[src/rtl/seg_pkg.sv]
// Shared 7-segment geometry: bit ordering, box/region offsets, digit glyphs.
package seg_pkg;

  localparam int unsigned NUM_SEGS = 7;

  // Segment bit indices within a 7-bit pattern
  localparam int unsigned SEG_TOP = 6;
  localparam int unsigned SEG_UR  = 5;
  localparam int unsigned SEG_LR  = 4;
  localparam int unsigned SEG_BOT = 3;
  localparam int unsigned SEG_LL  = 2;
  localparam int unsigned SEG_UL  = 1;
  localparam int unsigned SEG_MID = 0;

  // Digit box extent (box-relative, inclusive)
  localparam logic [10:0] BOX_DX_MAX = 11'd9;
  localparam logic [10:0] BOX_DY_MAX = 11'd19;

  // Column bands
  localparam logic [10:0] COL_L_LO = 11'd0;
  localparam logic [10:0] COL_L_HI = 11'd1;
  localparam logic [10:0] COL_C_LO = 11'd2;
  localparam logic [10:0] COL_C_HI = 11'd7;
  localparam logic [10:0] COL_R_LO = 11'd8;
  localparam logic [10:0] COL_R_HI = 11'd9;

  // Row bands
  localparam logic [10:0] ROW_T_LO = 11'd0;
  localparam logic [10:0] ROW_T_HI = 11'd1;
  localparam logic [10:0] ROW_U_LO = 11'd2;
  localparam logic [10:0] ROW_U_HI = 11'd8;
  localparam logic [10:0] ROW_M_LO = 11'd9;
  localparam logic [10:0] ROW_M_HI = 11'd10;
  localparam logic [10:0] ROW_D_LO = 11'd11;
  localparam logic [10:0] ROW_D_HI = 11'd17;
  localparam logic [10:0] ROW_B_LO = 11'd18;
  localparam logic [10:0] ROW_B_HI = 11'd19;

  // Digit glyphs, ordered {top, ur, lr, bot, ll, ul, mid}
  localparam logic [6:0] SEG_DIGIT_0  = 7'b1111110;
  localparam logic [6:0] SEG_DIGIT_1  = 7'b0110000;
  localparam logic [6:0] SEG_DIGIT_2  = 7'b1101101;
  localparam logic [6:0] SEG_DIGIT_3  = 7'b1111001;
  localparam logic [6:0] SEG_DIGIT_4  = 7'b0110011;
  localparam logic [6:0] SEG_DIGIT_5  = 7'b1011011;
  localparam logic [6:0] SEG_DIGIT_6  = 7'b1011111;
  localparam logic [6:0] SEG_DIGIT_7  = 7'b1110000;
  localparam logic [6:0] SEG_DIGIT_8  = 7'b1111111;
  localparam logic [6:0] SEG_DIGIT_9  = 7'b1111011;
  localparam logic [6:0] SEG_FALLBACK = 7'b1001001;

  localparam logic [3:0] DIGIT_NONE = 4'hF;

  typedef enum logic [1:0] {
    ST_SYNC,
    ST_ACCUM,
    ST_DECODE
  } state_t;

  function automatic logic in_span(input logic [10:0] v,
                                   input logic [10:0] lo,
                                   input logic [10:0] hi);
    return (v >= lo) && (v <= hi);
  endfunction

  // Region membership of a box-relative offset, one bit per segment
  function automatic logic [6:0] seg_regions(input logic [10:0] dx,
                                             input logic [10:0] dy);
    logic [6:0] r;
    logic cl, cc, cr, rt, ru, rm, rd, rb;
    cl = in_span(dx, COL_L_LO, COL_L_HI);
    cc = in_span(dx, COL_C_LO, COL_C_HI);
    cr = in_span(dx, COL_R_LO, COL_R_HI);
    rt = in_span(dy, ROW_T_LO, ROW_T_HI);
    ru = in_span(dy, ROW_U_LO, ROW_U_HI);
    rm = in_span(dy, ROW_M_LO, ROW_M_HI);
    rd = in_span(dy, ROW_D_LO, ROW_D_HI);
    rb = in_span(dy, ROW_B_LO, ROW_B_HI);
    r = '0;
    r[SEG_TOP] = cc & rt;
    r[SEG_UR]  = cr & ru;
    r[SEG_LR]  = cr & rd;
    r[SEG_BOT] = cc & rb;
    r[SEG_LL]  = cl & rd;
    r[SEG_UL]  = cl & ru;
    r[SEG_MID] = cc & rm;
    return r;
  endfunction

  // 4-bit increment that sticks at 15
  function automatic logic [3:0] sat_inc(input logic [3:0] c, input logic hit);
    return (c == 4'hF) ? c : c + {3'b000, hit};
  endfunction

endpackage

[src/rtl/seg_decode.sv]
// Combinational 7-segment pattern to digit lookup.
module seg_decode
  import seg_pkg::*;
(
  input  logic [6:0] pattern,
  output logic [3:0] num,
  output logic       illegal
);

  // Map the ten legal glyphs; everything else (incl. fallback) is illegal
  always_comb begin
    num     = DIGIT_NONE;
    illegal = 1'b0;
    case (pattern)
      SEG_DIGIT_0: num = 4'd0;
      SEG_DIGIT_1: num = 4'd1;
      SEG_DIGIT_2: num = 4'd2;
      SEG_DIGIT_3: num = 4'd3;
      SEG_DIGIT_4: num = 4'd4;
      SEG_DIGIT_5: num = 4'd5;
      SEG_DIGIT_6: num = 4'd6;
      SEG_DIGIT_7: num = 4'd7;
      SEG_DIGIT_8: num = 4'd8;
      SEG_DIGIT_9: num = 4'd9;
      default:     illegal = 1'b1;
    endcase
  end

endmodule

[src/rtl/segment_reader.sv]
// Frame-level 7-segment digit recognizer observing the rendered pixel stream.
module segment_reader
  import seg_pkg::*;
#(
  parameter int unsigned HIT_MIN = 12
) (
  input  logic       clk,
  input  logic       reset,
  input  logic       p_tick,
  input  logic       video_on,
  input  logic [9:0] x,
  input  logic [9:0] y,
  input  logic       pixel_on,
  input  logic [9:0] segx,
  input  logic [9:0] segy,
  input  logic       frame_tick,
  output logic [3:0] num,
  output logic [6:0] seg_pattern,
  output logic       valid,
  output logic       error
);

  localparam logic [3:0] HIT_TH = 4'(HIT_MIN);

  state_t state, state_next;

  logic accum_en, clear_live, snap_live, snap_empty, do_decode;

  logic [10:0] dx, dy;
  logic        lit_hit, in_box, stray_cell;
  logic [6:0]  seg_hit;

  logic [3:0] live_cnt [NUM_SEGS];
  logic [3:0] live_inc [NUM_SEGS];
  logic [3:0] hold_cnt [NUM_SEGS];
  logic       live_stray, live_stray_inc, hold_stray;

  logic [6:0] seg_on, seg_amb;
  logic [3:0] dec_num;
  logic       dec_illegal, dec_error;

  // Box-relative offsets; negative offsets land high and fall outside the box
  assign dx = {1'b0, x} - {1'b0, segx};
  assign dy = {1'b0, y} - {1'b0, segy};

  // Pixel qualification and region lookup
  always_comb begin
    lit_hit    = p_tick & video_on & pixel_on;
    in_box     = (dx <= BOX_DX_MAX) && (dy <= BOX_DY_MAX);
    seg_hit    = seg_regions(dx, dy);
    stray_cell = in_box & ~(|seg_hit);
  end

  // Next live counter values including the current pixel
  always_comb begin
    for (int unsigned i = 0; i < NUM_SEGS; i++) begin
      live_inc[i] = sat_inc(live_cnt[i], lit_hit & seg_hit[i]);
    end
    live_stray_inc = live_stray | (lit_hit & stray_cell);
  end

  // State register
  always_ff @(posedge clk) begin
    if (reset) state <= ST_SYNC;
    else       state <= state_next;
  end

  // Next-state logic
  always_comb begin
    state_next = state;
    case (state)
      ST_SYNC:   if (frame_tick) state_next = ST_ACCUM;
      ST_ACCUM:  if (frame_tick) state_next = ST_DECODE;
      ST_DECODE: state_next = frame_tick ? ST_DECODE : ST_ACCUM;
      default:   state_next = ST_SYNC;
    endcase
  end

  // Control strobes per state
  always_comb begin
    accum_en   = 1'b0;
    clear_live = 1'b0;
    snap_live  = 1'b0;
    snap_empty = 1'b0;
    do_decode  = 1'b0;
    case (state)
      ST_SYNC: clear_live = 1'b1;
      ST_ACCUM: begin
        accum_en   = 1'b1;
        snap_live  = frame_tick;
        clear_live = frame_tick;
      end
      ST_DECODE: begin
        accum_en   = 1'b1;
        do_decode  = 1'b1;
        // A tick here closes a frame that has had no time to collect pixels
        snap_empty = frame_tick;
        clear_live = frame_tick;
      end
      default: clear_live = 1'b1;
    endcase
  end

  // Live per-segment counters and stray flag
  always_ff @(posedge clk) begin
    if (reset || clear_live) begin
      for (int unsigned i = 0; i < NUM_SEGS; i++) live_cnt[i] <= '0;
      live_stray <= 1'b0;
    end else if (accum_en) begin
      for (int unsigned i = 0; i < NUM_SEGS; i++) live_cnt[i] <= live_inc[i];
      live_stray <= live_stray_inc;
    end
  end

  // Frame-end snapshot; the tick-cycle pixel belongs to the ending frame
  always_ff @(posedge clk) begin
    if (reset || snap_empty) begin
      for (int unsigned i = 0; i < NUM_SEGS; i++) hold_cnt[i] <= '0;
      hold_stray <= 1'b0;
    end else if (snap_live) begin
      for (int unsigned i = 0; i < NUM_SEGS; i++) hold_cnt[i] <= live_inc[i];
      hold_stray <= live_stray_inc;
    end
  end

  // Classify each held count as ON, OFF or ambiguous
  always_comb begin
    seg_on  = '0;
    seg_amb = '0;
    for (int unsigned i = 0; i < NUM_SEGS; i++) begin
      seg_on[i]  = (hold_cnt[i] >= HIT_TH);
      seg_amb[i] = (hold_cnt[i] != '0) && (hold_cnt[i] < HIT_TH);
    end
  end

  seg_decode u_decode (
    .pattern (seg_on),
    .num     (dec_num),
    .illegal (dec_illegal)
  );

  assign dec_error = (|seg_amb) | hold_stray | dec_illegal;

  // Result registers, loaded in DECODE together with the valid pulse
  always_ff @(posedge clk) begin
    if (reset) begin
      num         <= '0;
      seg_pattern <= '0;
      valid       <= 1'b0;
      error       <= 1'b0;
    end else begin
      valid <= do_decode;
      if (do_decode) begin
        num         <= dec_error ? DIGIT_NONE : dec_num;
        seg_pattern <= seg_on;
        error       <= dec_error;
      end
    end
  end

endmodule
[config.mk]
export PLATFORM = sky130hd
export DESIGN_NAME = segment_reader
export DESIGN_NICKNAME = d
export VERILOG_FILES = /design/src/rtl/seg_pkg.sv /design/src/rtl/seg_decode.sv /design/src/rtl/segment_reader.sv
export SDC_FILE = /design/constraint.sdc
export NUM_CORES = 1
export LEC_CHECK = 0
export ABC_AREA = 1
export BUFFER_PORTS_ARGS = -buffer_cell sky130_fd_sc_hd__buf_2
export CAP_MARGIN = 40
export CORE_UTILIZATION = 33
export CTS_CLUSTER_DIAMETER = 60
export DETAILED_ROUTE_END_ITERATION = 12
export PLACE_DENSITY = 0.48
export SYNTH_ARGS = -nofsm -noshare
export SYNTH_HDL_FRONTEND = slang
export SYNTH_SLANG_ARGS = --single-unit
[constraint.sdc]
create_clock -name clk -period 4.1 [get_ports clk]
set_input_delay 0.82 -clock clk [delete_from_list [all_inputs] [get_ports clk]]
set_output_delay 0.82 -clock clk [all_outputs]
set_load 0.02 [all_outputs]
Word-level counts from Yosys, hierarchy flattened

Memories as Yosys holds them, arrays and structs flattened.
Cells that the tools add are included.

Flip-flop bits (word level): 17
RAM bits: 56
Bits of input ports: 46
Output and inout port bits: 13
Logic and storage cells: 179
Memories: 2

Add/subtract/negate cells: 9
$lt $le $gt $ge: 30
Equality and inequality tests: 21
Mux-type cells: 43
Bitwise gates (word level): 36
Reductions and logical operators: 31

Memory list:

| name     | depth | bits a word | read ports | clocked after memory_dff | wr ports | RTL line             | RTL |
|---|---|---|---|---|---|---|---|
| hold_cnt | 7     | 4           | 7          | 0                        | 7        | segment_reader.sv:35 | `logic [3:0] hold_cnt [NUM_SEGS];` |
| live_cnt | 7     | 4           | 7          | 0                        | 7        | segment_reader.sv:33 | `logic [3:0] live_cnt [NUM_SEGS];` |

Operator list:

| kind                                                             | number |
|---|---|
| 2-to-1 mux 4 bit                                                 | 22 |
| equality test 7 bit (second input constant)                      | 8 |
| one-hot mux 4 bit (10 select lines)                              | 1 |
| >= comparator 11 x 4 -> 1 bit (second input constant)            | 3 |
| less-or-equal comparator 11 x 4 -> 1 bit (second input constant) | 3 |
| adder 4 x 1 -> 4 bit                                             | 7 |
| equality test 4 bit (second input constant)                      | 7 |
| >= comparator 4 bit (second input constant)                      | 7 |
| less-than comparator 4 bit (second input constant)               | 7 |
| nonzero test 4 bit                                               | 7 |
| >= comparator 11 x 1 -> 1 bit (second input constant)            | 2 |
| >= comparator 11 x 2 -> 1 bit (second input constant)            | 2 |
| less-or-equal comparator 11 x 1 -> 1 bit (second input constant) | 2 |
| less-or-equal comparator 11 x 5 -> 1 bit (second input constant) | 2 |
| subtractor 10 x 10 -> 11 bit                                     | 2 |
| AND 1 bit                                                        | 18 |
| OR 1 bit                                                         | 17 |
| logical AND 1 bit                                                | 16 |
| 2-to-1 mux 1 bit                                                 | 16 |
| equality test 7 x 6 -> 1 bit (second input constant)             | 2 |
| OR reduction 7 bit                                               | 2 |
| >= comparator 11 x 5 -> 1 bit (second input constant)            | 1 |
| less-or-equal comparator 11 x 3 -> 1 bit (second input constant) | 1 |
| OR reduction 10 bit                                              | 1 |
| 10 further kinds                                                 | 14 |

Depth between registers and ports, before layout

Depth after elaboration: 9
Mapped depth: 22
Gate-level depth less buffers: 22

By module

A second synthesis with hierarchy kept.

Cell total of the unflattened synthesis: 696
Area, all modules: 5206.2 um^2

Modules (own cells, without submodules):

| module         | instances | cells each | area an instance (um^2) | sequential area each (um^2) |
|---|---|---|---|---|
| segment_reader | 1         | 644        | 4981.0                  | 2021.9 |
| seg_decode     | 1         | 52         | 225.2                   | 0.0 |

Worst setup path after synthesis

Ideal clock, no wire load.

Kind: input to register
From: in y[0]
To: mem hold_cnt[4][2] (data pin)
Library setup time: 0.266 ns
Arrival: 3.106 ns
Data required time: 3.834 ns
Setup slack: 0.728 ns
Stages on the path: 20
Path buffers: 0
Cell sequence: inv_1 -> ha_1 -> fa_1 -> inv_1 -> nand3_1 -> nand2_2 -> nand3_2 -> nand2_1 -> nand2_1 -> nand2_1 -> nand2_2 -> nor2_8 -> o211ai_2 -> nand3_1 -> nor2_1 -> ha_1 -> ha_1 -> xor2_1 -> nor2_1 -> nor2_1

RTL lines:

| what            | RTL line             | RTL |
|---|---|---|
| start, declared | segment_reader.sv:12 | `input logic [9:0] y,` |
| end, declared   | segment_reader.sv:35 |  |

==> results.json <==
{
  "status": "complete, no violations",
  "critPathSlowestCell": "fa_1",
  "async_flop_share_pct": 0,
  "synth_compound_area_share_pct": 8.69,
  "port_buffers": 58,
  "synth-simple-area-share_pct": 30.6,
  "syn_to_final_growth_pct": 17.7,
  "final_period_minus_worst_setup_slack_ns": 3.48,
  "cp_data_arrival_time_ns": 3.54,
  "synth_seq_area_share_pct": 38.5,
  "synth_area_um2": 5250,
  "drc_errors": 0,
  "synth_fa_ha_area_share_pct": 9.81,
  "ir_worst_vdd_mv": 0.188,
  "die_h_um": 128,
  "grt_pass1_vias": 4179,
  "viasPerCell": 4.58,
  "timing.fmax_mhz": 287,
  "clock_skew_ns": 0.00863,
  "die_area_um2": 16400,
  "ant_nets": 0,
  "p_leak_nw": 3.18,
  "netlist_top_cells_area": "edfxtp_1 (32%), nand2_1 (9.7%), ha_1 (9.0%)",
  "grt_overflow": 0,
  "synthMuxAreaShare_pct": 0,
  "first_pass_iters": 4,
  "grt_pass1_wl_mm": 18.6,
  "cts_setup_buffers": 0,
  "num_antenna_cells": 0,
  "slew_headroom_pct": 47.3,
  "grt_max_degree": 30,
  "synth_xor_xnor_area_share_pct": 2.67,
  "wl_mm": 10.9,
  "drive_gt1_share_pct": 15.3,
  "worstSkewPairLatency_ns": 0.34,
  "rsz0062_at_grt": "no",
  "drt_iter0_drc": 214,
  "slowest_delay_ns": 0.41,
  "clock-root-buffer": "clkbuf_16",
  "cts_buffer_depth": 2,
  "yosysMostFrequentCell": "nand2_1",
  "fillers": 1588,
  "num_rows": 45,
  "syn_avg_cell_area_um2": 7.60,
  "synthFlopType": "edfxtp_1",
  "cap_violations": 0,
  "slew_violations": 0,
  "routed-via-count": 4570,
  "io-pin-count": 59,
  "nNetsFinal": 867,
  "synth.largest_area_cell": "edfxtp_1",
  "setup_viol": 0,
  "seqCellArea_um2": 2020,
  "required_ns": 4.16,
  "antenna_found_initial": 0,
  "end_kind": "flop",
  "synth_top_family_by_area": "simple AND/OR/NAND/NOR gates",
  "multi_input_area_um2": 2830,
  "syn_inst": 691,
  "path_class": "input port to flop",
  "path_cells": "buf_2, inv_1, ha_1, fa_1, inv_1, nand3_1, nand2_2, nand3_2, nand2_1, nand2_1, nand2_1, nand2_2, nor2_8, nand3_1, nor4b_1, ha_1, nand3_1, xnor2_1, nor2_1, nor2_1",
  "ys_warn_count": 0,
  "fin_tns_setup_ns": 0,
  "finalCritPeriodShare_pct": 85.0,
  "synth-seq-cells": 73,
  "start_kind": "input port",
  "cts_tree": "done",
  "start_util_pct": 34.2,
  "synth_edf_count": 56,
  "dpl.hpwl_mm": 8.74,
  "h-tree-depth": 3,
  "hold_buffers": 0,
  "cts.sinks": 73,
  "p_per_area_nw_per_um2": 367,
  "hold_viol_final": 0,
  "cts.clk_slew.worst_paths_ns": 0.06,
  "hold_class": "flop to flop",
  "synth.top_cells.by_count": "nand2_1 (136), inv_1 (118), nor2_1 (96), edfxtp_1 (56), a21oi_1 (49)",
  "tightest_slew_ns": 0.789,
  "utilization_pct": 40.2,
  "cts_buffers": 9,
  "chipWidth_um": 128,
  "crit_path_max_fanout": 6,
  "yosys.area.top_type_share_pct": 32.0,
  "core_um2": 15400,
  "yosysUniqueCellTypes": 47,
  "routabilityCongestion": 0.844,
  "grt_use_total_pct": 14.2,
  "cts_resized": 0,
  "wl_per_cell_um": 11.0
}
-- critical path: cells and delay by family --
family | cells | cell delay, ns
xor+xnor | 1 | 0.14
fa+ha+maj | 3 | 0.86
buf+inv | 3 | 0.21
simple gates | 13 | 1.50
-- state kept, by name, summed over array words and instances (netlist names) --
register / count
num: 4
seg_pattern: 7
error: 1
live_stray: 1
valid: 1
state: 2
hold_cnt: 28
live_cnt: 28
hold_stray: 1
-- report_power, final --
group	internal, mW	switching (mW)	total (mW)
logic	0.195	0.381	0.576
clock network	0.439	0.297	0.736
registers	0.907	0.0499	0.956
-- layer usage --
metal,GRT usage [%],share of wire (%)
met1,18.2,50
met3,2.96,2.9
met5,0,0
met4,4.01,1.5
met2,24.2,45
-- through the flow --
stage | power, mW | hold slack [ns] | cells | setup WS [ns] | cell area [µm²]
after floorplan | 1.39 | 0.436 | 718 | 0.728 | 5360
after global placement | 1.54 | 0.447 | 980 | 0.288 | 5890
after detailed placement | 1.55 | 0.447 | 981 | 0.262 | 5900
after CTS | 2.30 | 0.457 | 997 | 0.612 | 6180
after global routing | 2.41 | 0.494 | 997 | 0.358 | 6180
final | 2.27 | 0.460 | 997 | 0.616 | 6180
-- cells by family (layout without fill, tap and decap cells) --
logic type | Yosys count | in the layout
AOI/OAI and AO/OA | 79 | 79
buffers and inverters | 135 | 203
adders and majority gates | 40 | 40
and+or+nand+nor | 347 | 347
other | 1 | 28
DFF | 73 | 73
xor gates and xnor gates | 16 | 16
-- cell type report --
class	instances	share of cell area, %
Sequential cell	73	32.7
Clock buffer	11	4.09
Inverter	127	7.73
Multi-Input combinational cell	510	45.7
Tap cell	211	4.27
Clock inverter	5	0.486
Timing Repair Buffer	60	5.06
-- cell usage in the layout, fill, tap and decap left out, types with 2 or more instances in the layout --
| cell type | n |
|---|---|
| nor4_1 | 7 |
| nor2_4 | 3 |
| nand2_1 | 136 |
| nand2_4 | 2 |
| nor2_1 | 96 |
| nand3b_1 | 3 |
| conb_1 | 28 |
| clkinv_2 | 3 |
| ha_1 | 38 |
| inv_2 | 8 |
| nand3_2 | 4 |
| o211ai_1 | 5 |
| clkbuf_8 | 2 |
| nand3_1 | 46 |
| xnor2_1 | 9 |
| a21oi_1 | 49 |
| o21ai_0 | 12 |
| nand4_1 | 17 |
| nor2_2 | 6 |
| fa_1 | 2 |
| clkbuf_16 | 9 |
| nor3_1 | 6 |
| buf_2 | 58 |
| xor2_1 | 7 |
| edfxtp_1 | 56 |
| a21oi_2 | 2 |
| nand2_2 | 13 |
| inv_1 | 118 |
| dfxtp_1 | 17 |
-- final timing paths --
kind / from / slack [ns] / cells after the start / end
worst min register to register: live_stray / 0.46 / 2 / live_stray
worst max register to register: state[0] / 1.42 / 7 / hold_cnt[1][3]
worst max-delay path: y[0] / 0.62 / 20 / hold_cnt[0][3]
worst min-delay path: live_stray / 0.46 / 2 / live_stray
(Power assumes the default switching activity.)
